[src/rtl/encoder_4x2_pend.sv]
// Registered lowest-index-first priority encoder with a sticky pending-request set.
// One pending index is presented at a time under valid/ready and retired on acceptance.
module encoder_4x2_pend #(
    parameter int N = 4,
    parameter int W = 2
) (
    input  logic         clk,
    input  logic         rst,
    input  logic         en,
    input  logic [N-1:0] req,
    input  logic         ready,
    output logic [W-1:0] code,
    output logic         valid,
    output logic [N-1:0] pend
);

    typedef enum logic {
        IDLE    = 1'b0,
        PRESENT = 1'b1
    } state_t;

    state_t         r_state;
    state_t         w_state_next;
    logic [W-1:0]   r_code;
    logic [W-1:0]   w_code_next;
    logic           r_valid;
    logic           w_valid_next;
    logic [N-1:0]   r_pend;
    logic [N-1:0]   w_pend_next;
    logic [N-1:0]   w_clr;
    logic [N-1:0]   w_set;
    logic           w_acc;

    // Lowest set index; scanning downward lets the smallest index overwrite last.
    function automatic logic [W-1:0] pe(input logic [N-1:0] x);
        logic [W-1:0] idx;
        idx = '0;
        for (int i = N - 1; i >= 0; i--) begin
            if (x[i]) begin
                idx = W'(i);
            end
        end
        return idx;
    endfunction

    assign w_acc = r_valid & ready;

    generate
        for (genvar gi = 0; gi < N; gi++) begin : g_bits
            assign w_clr[gi] = w_acc && (r_code == W'(gi));
            assign w_set[gi] = en && req[gi];
        end
    endgenerate

    // Set is ORed after the clear so a retiring bit that is still requested re-pends.
    assign w_pend_next = (r_pend & ~w_clr) | w_set;

    always_comb begin
        w_state_next = r_state;
        w_code_next  = r_code;
        w_valid_next = r_valid;
        case (r_state)
            IDLE: begin
                if (r_pend != '0) begin
                    w_code_next  = pe(r_pend);
                    w_valid_next = 1'b1;
                    w_state_next = PRESENT;
                end
            end
            PRESENT: begin
                if (w_acc) begin
                    if (w_pend_next != '0) begin
                        w_code_next = pe(w_pend_next);
                    end else begin
                        w_valid_next = 1'b0;
                        w_state_next = IDLE;
                    end
                end
            end
            default: begin
                w_state_next = IDLE;
                w_valid_next = 1'b0;
            end
        endcase
    end

    always_ff @(posedge clk or posedge rst) begin
        if (rst) begin
            r_state <= IDLE;
            r_code  <= '0;
            r_valid <= 1'b0;
            r_pend  <= '0;
        end else begin
            r_state <= w_state_next;
            r_code  <= w_code_next;
            r_valid <= w_valid_next;
            r_pend  <= w_pend_next;
        end
    end

    assign code  = r_code;
    assign valid = r_valid;
    assign pend  = r_pend;

endmodule
[config.mk]
export PLATFORM = sky130hd
export DESIGN_NAME = encoder_4x2_pend
export DESIGN_NICKNAME = d
export VERILOG_FILES = /design/src/rtl/encoder_4x2_pend.sv
export SDC_FILE = /design/constraint.sdc
export NUM_CORES = 1
export LEC_CHECK = 0
export BUFFER_PORTS_ARGS = -buffer_cell sky130_fd_sc_hd__clkbuf_2
export CORE_MARGIN = 3
export CORE_UTILIZATION = 29
export DETAILED_ROUTE_END_ITERATION = 6
export RECOVER_POWER = 50
export SYNTH_ARGS = -nofsm -noshare
export SYNTH_HDL_FRONTEND = slang
export SYNTH_SLANG_ARGS = --single-unit
[constraint.sdc]
create_clock -name clk -period 3 [get_ports clk]
set_input_delay 0.3 -clock clk [delete_from_list [all_inputs] [get_ports clk]]
set_output_delay 0.3 -clock clk [all_outputs]
set_load 0.02 [all_outputs]
==> impl_results.md, run 1 <==
- Syn nets: 50
- Min-Delay Startpoint: req[2]
- Via count: around 380
- Hold Path Cell Cnt: 3
- Peak supply drop: about 0.18 mV
- Largest net degree at the start of global routing: 9
- Remaining DRCs: 0
- Psw: about 0.04 mW
- Most frequent cells in the layout: 14 x clkbuf_2, 8 x dfrtp_1, 6 x inv_1, 5 x nor2_1
- CTS tree: built
- Critical Path RT: 3180 ps
- Dpl ws: 1030 ps
- Area of the multi-input gates: roughly 200 um2
- Routed wl met3: 48 um
- Crit path max fanout: 6
- Syn Std Cell Area: about 430 um2
- Normalized max-slew margin: around 75%
- Max Root-Sink Buffers: 2
- Syn avg cell area: roughly 10 um2
- First drt pass iteration count: 4
- F_max: 506 MHz
- Combinational Power Share: ~5%
- FP Rows: 13
- Detail Placement HPWL: about 800 um
- Seq/Total Area, Yosys: around 47%
- Total clock sinks: 8
- Max cap viols: 0
- Min-Delay Endpoint: pend[2]
- FF+latch area: around 200 um2
- Antenna violations before repair: 0
- Final instance area: between 500 and 600 um2
- Synth Area in XOR/XNOR: 0%
- Critical path class: reg -> reg
- Die ar.: slightly below 2000 um2
- Synth Area in Compound Gates: between 20 and 25%
- WL final: 984 um
- Post-synth cell types: 20
- IO Count: 15
- N_diodes: 0
- H-tree levels: 1
- Starting Density: between 30% and 40%
- Met2 WL: between 400 and 500 um
- Port Buffers: 14
- Vias in the first global route: ~400
- Core Util, Final: around two fifths
- # fillers: approximately 140
- WL per Instance: between 10 and 15 um
- TNS Setup: 0 ps
- Clock skew: between 5 and 6 ps
- Hold Crit Class: in -> reg
- Power per cell area: 363 nW/um2
- Top Layer Used: met3
- Nets: 70
- Reg2reg start: code[0]
- Final setup viols: 0
- Core ar.: 1350 um2
- Final Hold Fails: 0
- Pins over their slew limit: 0
- Remaining Overflow, GRT: 0
- Leak: approximately 0.27 nW
- Post-Syn Instances: 42
- Skew-Pair Late Insertion Delay: ~250 ps
- #FFs+latches synth: 8
- Ratio of cells with drive above 1 in the final layout: between 30% and 40%
- Crit path capture type: register
- Wire length on met1: ~490 um
- ANT nets after route: 0
- # resized after CTS: 0
- Multiplexer share of the synthesized area: 4.68%
- Setup WS post-layout: roughly 1000 ps
- Tmin final: a little under 2000 ps
- Area growth syn-to-layout: 28.4%
- Drt via density: 5.09
- Worst Reg-to-Reg Cells: 5
- R2r endpoint: code[0]
- Most common cell after layout, fill and taps aside: clkbuf_2
- First-pass GRT wire length: around 1.7 mm
- Reg2reg setup slack: slightly above 1000 ps
- Ys Warns: 0
- Fin crit share: between 60 and 70%
- Outcome: finished clean
- Adder and majority gate portion of the synthesized area: 0%
- DIE WIDTH: 44.4 um
- Flop pwr share: between 50% and 60%
- Internal: roughly 0.16 mW
- Die Y: approximately 44 um
- Largest family of logic cells by synthesized area: compound AO/OA/AOI/OAI gates
- Slew @ Worst Pin: roughly 370 ps
- Post-place instance area: slightly above 500 um2
- DR iter-0 viols: 10
- Worst path arrival time: approximately 2200 ps
- Clock power share: 40.8%
- Total Routing Usage GR: a little under an eighth
- RePlAce Congestion: 0.732
- CTS root buf: clkbuf_4
- Total CTS buffers: 3
- Switch share: approximately a fifth
- RSZ-0062 raised after global routing: no
- Reg clk slew, reported paths: around 60 ps
- Startpoint types: register
- Simple-Gate Fraction of Synth Area: between 20% and 30%
[registers in the layout, indices dropped and copies added, names as in the netlist]
signal   count
pend         4
code         2
r_state      1
valid        1
[synthesized netlist by cell type]
cell / count / area (um2)
a22o_1: 3 / 26.3
a21o_1: 1 / 7.51
or4_4: 1 / 11.3
a21oi_1: 3 / 15.0
nor4_1: 1 / 6.26
dfrtp_1: 8 / 200
nor3_1: 1 / 5.00
or4_1: 1 / 7.51
a41oi_2: 1 / 16.3
nand2_1: 1 / 3.75
o22a_1: 1 / 8.76
nand3_1: 1 / 5.00
nor2_1: 5 / 18.8
nand4bb_1: 1 / 11.3
nand4b_1: 2 / 17.5
a22oi_1: 1 / 7.51
nand4_1: 1 / 6.26
o41a_1: 1 / 11.3
inv_1: 6 / 22.5
mux2i_1: 2 / 20.0
[routing by layer]
metal	track usage (%)	up-vias
li1	-	196
met4	7.23	0
met5	0	-
met1	15.5	173
met3	2.44	0
met2	17.2	13
[kinds of logic after synthesis]
group / after synthesis
mux: 2
flops: 8
compound gates: 11
buf+inv: 6
simple gates: 15
[critical path: stages (launching register included)]
cell	delay, ps
dfrtp_1	420
nand4bb_1	200
a22o_1	240
or4_4	550
a41oi_2	270
mux2i_1	210
[power groups by stage]
stage | sequential (mW) | combinational (mW) | clock (mW)
floorplan | 0.110 | 0.00212 | 0
global placement | 0.110 | 0.00885 | 0
detailed placement | 0.110 | 0.00910 | 0
CTS | 0.108 | 0.0101 | 0.0844
global route | 0.108 | 0.0112 | 0.0888
finish | 0.108 | 0.00999 | 0.0813
[layout make-up]
| cell class | count | area share (%) |
|---|---|---|
| Clock buffer | 3 | 4.10 |
| Sequential cell | 8 | 36.4 |
| Inverter | 6 | 4.10 |
| Tap cell | 15 | 3.42 |
| Multi-Input combinational cell | 28 | 37.4 |
| Timing Repair Buffer | 15 | 14.6 |
[through the flow]
stage | hold slack [ps] | power, mW | cells
2_1_floorplan | 116 | 0.112 | 42
3_3_place_gp | 248 | 0.119 | 71
3_5_place_dp | 249 | 0.119 | 71
4_1_cts | 372 | 0.202 | 75
5_1_grt | 384 | 0.208 | 75
6_report | 375 | 0.199 | 75
[how the worst max path moves through the flow]
stage                        from  slack, ps  endpoint
after floorplan           code[1]       1040   code[0]
after global placement    code[0]       1030   code[0]
after detailed placement  code[0]       1030   code[0]
after CTS                 code[0]       1010   code[0]
after global routing        valid        880   code[0]
final                     code[0]       1020   code[0]
[repair_timing]
item / in CTS / in global routing
hold endpoints to repair: 8 / 0
buffers inserted: 0 / 0
hold buffers: 1 / 0
No activity file was read; power rests on OpenSTA's default activity.
==> run 2, diff against run 1 <==
- clock period: 3 -> 2.04 ns (I/O delays scaled with it)
==> run 2 against run 1 <==
Global-route usage shrank 0.40 points. Routed wire length grew 6.2%. Clock-buffer cell count is the same. Design area grew 4.8%. Core utilization grew 1.9 points. Sequential power grew 47%. Register-to-register slack lost 900 ps. Combinational power grew 48%. Clock power grew 44%. Critical path depth is the same.
==> impl_results.md, run 2 (synthesis results as in run 1) <==
- Most frequent cells in the layout: 13 x clkbuf_2, 7 x dfrtp_1, 6 x inv_1, 5 x nor2_1
- Worst path arrival time: 2090 ps (-60 ps)
- DIE WIDTH: 44.4 um (unchanged)
- Die Y: 44.4 um (unchanged)
- Slowest cell on the critical path: or4_4
- Placed cells: 72 (+1.4%)
- Worst Reg-to-Reg Cells: 5 (unchanged)
- Via count: 412 (+7.9%)
- Min-Delay Endpoint: pend[2]
- Clock skew: 1.11 ps (-4.58 ps)
- H-tree levels: 1 (unchanged)
- Dpl ws: 40.3 ps (-987 ps)
- Remaining DRCs: 0 (unchanged)
- Peak supply drop: 0.217 mV (+23%)
- DR iter-0 viols: 3 (-7)
- Fin crit share: 93.8% (+28 points)
- Largest net degree at the start of global routing: 9 (unchanged)
- Area growth syn-to-layout: 34.5%
- N_diodes: 0 (unchanged)
- Max incr delay on CP: 570 ps (+20 ps)
- Leak: 0.277 nW (+2.0%)
- CTS tree: built
- Crit path max fanout: 5 (-1)
- F_max: 522 MHz (+3.2%)
- Tmin final: 1910 ps (-62.1 ps)
- Reg clk slew, reported paths: 50 ps (about the same)
- Final setup viols: 0 (unchanged)
- Critical path class: reg -> reg
- Total CTS buffers: 3 (unchanged)
- WL per Instance: 13.6 um (+3.4%)
- Skew-Pair Late Insertion Delay: 250 ps (about the same)
- RePlAce Congestion: 0.744 (+1.7%)
- Remaining Overflow, GRT: 0 (unchanged)
- ANT nets after route: 0 (unchanged)
- Core ar.: 1350 um2 (unchanged)
- Power Total: 0.291 mW (+46%)
- Critical Path RT: 2210 ps (-970 ps)
- Reg2reg setup slack: 130 ps (-900 ps)
- Final Instance Count excl. Fillers: 77 (+2.7%)
- Ratio of cells with drive above 1 in the final layout: 33.9% (+2.2 points)
- Port Buffers: 14 (unchanged)
- Max cap viols: 0 (unchanged)
- Hold Crit Class: in -> reg
- RSZ-0062 raised after global routing: no
- Pins over their slew limit: 0 (unchanged)
- Critical Path, Cell by Cell: nand4bb_1 > a22o_1 > or4_4 > a41oi_4 > mux2i_1
- Max Root-Sink Buffers: 2 (unchanged)
- Antenna violations before repair: 0 (unchanged)
- Post-place instance area: 524 um2 (+1.5%)
- FP Rows: 13 (unchanged)
- Final Hold Fails: 0 (unchanged)
- Power per cell area: 506 nW/um2 (+39%)
- Normalized max-slew margin: 76.3% (+1.4 points)
- First drt pass iteration count: 2 (-2)
- Nets: 72 (+2.9%)
- First-pass GRT wire length: 1.66 mm (-1.6%)
- Outcome: finished clean
- Total Routing Usage GR: 11.3% (-0.40 points)
- Slew @ Worst Pin: 352 ps (-21.5 ps)
- Die ar.: 1970 um2 (unchanged)
- Core Util, Final: 42.6% (+1.9 points)
- TNS Setup: 0 ps (unchanged)
- Hold Path Cell Cnt: 3 (unchanged)
- Total clock sinks: 8 (unchanged)
- WL final: 1.05 mm (+6.2%)
- Hold slack: 269 ps (-105 ps)
- IO Count: 15 (unchanged)
- Min-Delay Startpoint: req[2]
- Reg2reg start: code[0]
- CTS root buf: clkbuf_4
- Most common cell after layout, fill and taps aside: clkbuf_2
- Starting Density: 31.7% (unchanged)
- R2r endpoint: code[1]
- Setup WS post-layout: 126 ps (-898 ps)
- Crit path capture type: register
- Drt via density: 5.35 (+5.1%)
- Startpoint types: register
- Largest register FFs: 4 (unchanged)
- Vias in the first global route: 383 (-4.5%)
- Final instance area: 576 um2 (+4.8%)
-- run 2: changes by cell type in the layout (fill, tap and decap cells not counted) --
cell | previous run | this run
dfrtp_2 | 0 | 1
clkbuf_1 | 0 | 1
a41oi_2 | 1 | 0
dfrtp_1 | 8 | 7
clkbuf_2 | 14 | 13
a41oi_4 | 0 | 1
buf_4 | 0 | 2
-- run 2: worst max path at each step --
| stage | end | from | depth (start not counted) | slack (ps) |
|---|---|---|---|---|
| floorplan | code[0] | code[1] | 5 | 80 |
| global placement | code[0] | code[0] | 5 | 60 |
| detailed placement | code[0] | code[0] | 5 | 40 |
| CTS | code[0] | code[0] | 5 | 30 |
| global route | code[0] | code[0] | 5 | 40 |
| finish | code[1] | code[0] | 5 | 130 |
-- run 2: cell type report --
cell class                 count  area, um2
tap                           15       18.8
sequential                     8        201
inverter                       6       22.5
fill                         147        774
timing repair buffer          17       93.8
multi-input combinational     28        216
clock buffer                   3       22.5
-- run 2: routing by layer --
layer	track usage, %	share of wire, %	up-vias
met1	14.6	46	198
met2	18.6	47	13
met4	3.61	1.3	0
met3	2.44	5.7	2
li1	-	-	199
met5	0	0	-
-- run 2: power breakdown --
| part | internal, mW | total, mW | switching, mW |
|---|---|---|---|
| clock network | 0.0671 | 0.117 | 0.0502 |
| registers | 0.159 | 0.159 | 0.000000197 |
| logic | 0.00649 | 0.0148 | 0.00833 |
| total | 0.232 | 0.291 | 0.0585 |
-- run 2: timing repair --
item	CTS	global route
endpoints found under the setup margin	0	2
endpoints found under the hold margin	8	0
resized for setup	0	2
hold buffers	1	0
buffers inserted	0	1
-- run 2: critical path, delay by kind of cell, from the launching register on --
kind             cells  cell delay (ps)
multiplexers         1              210
AND/OR/NAND/NOR      2              780
flip-flops           1              410
AO/OA/AOI/OAI        2              440
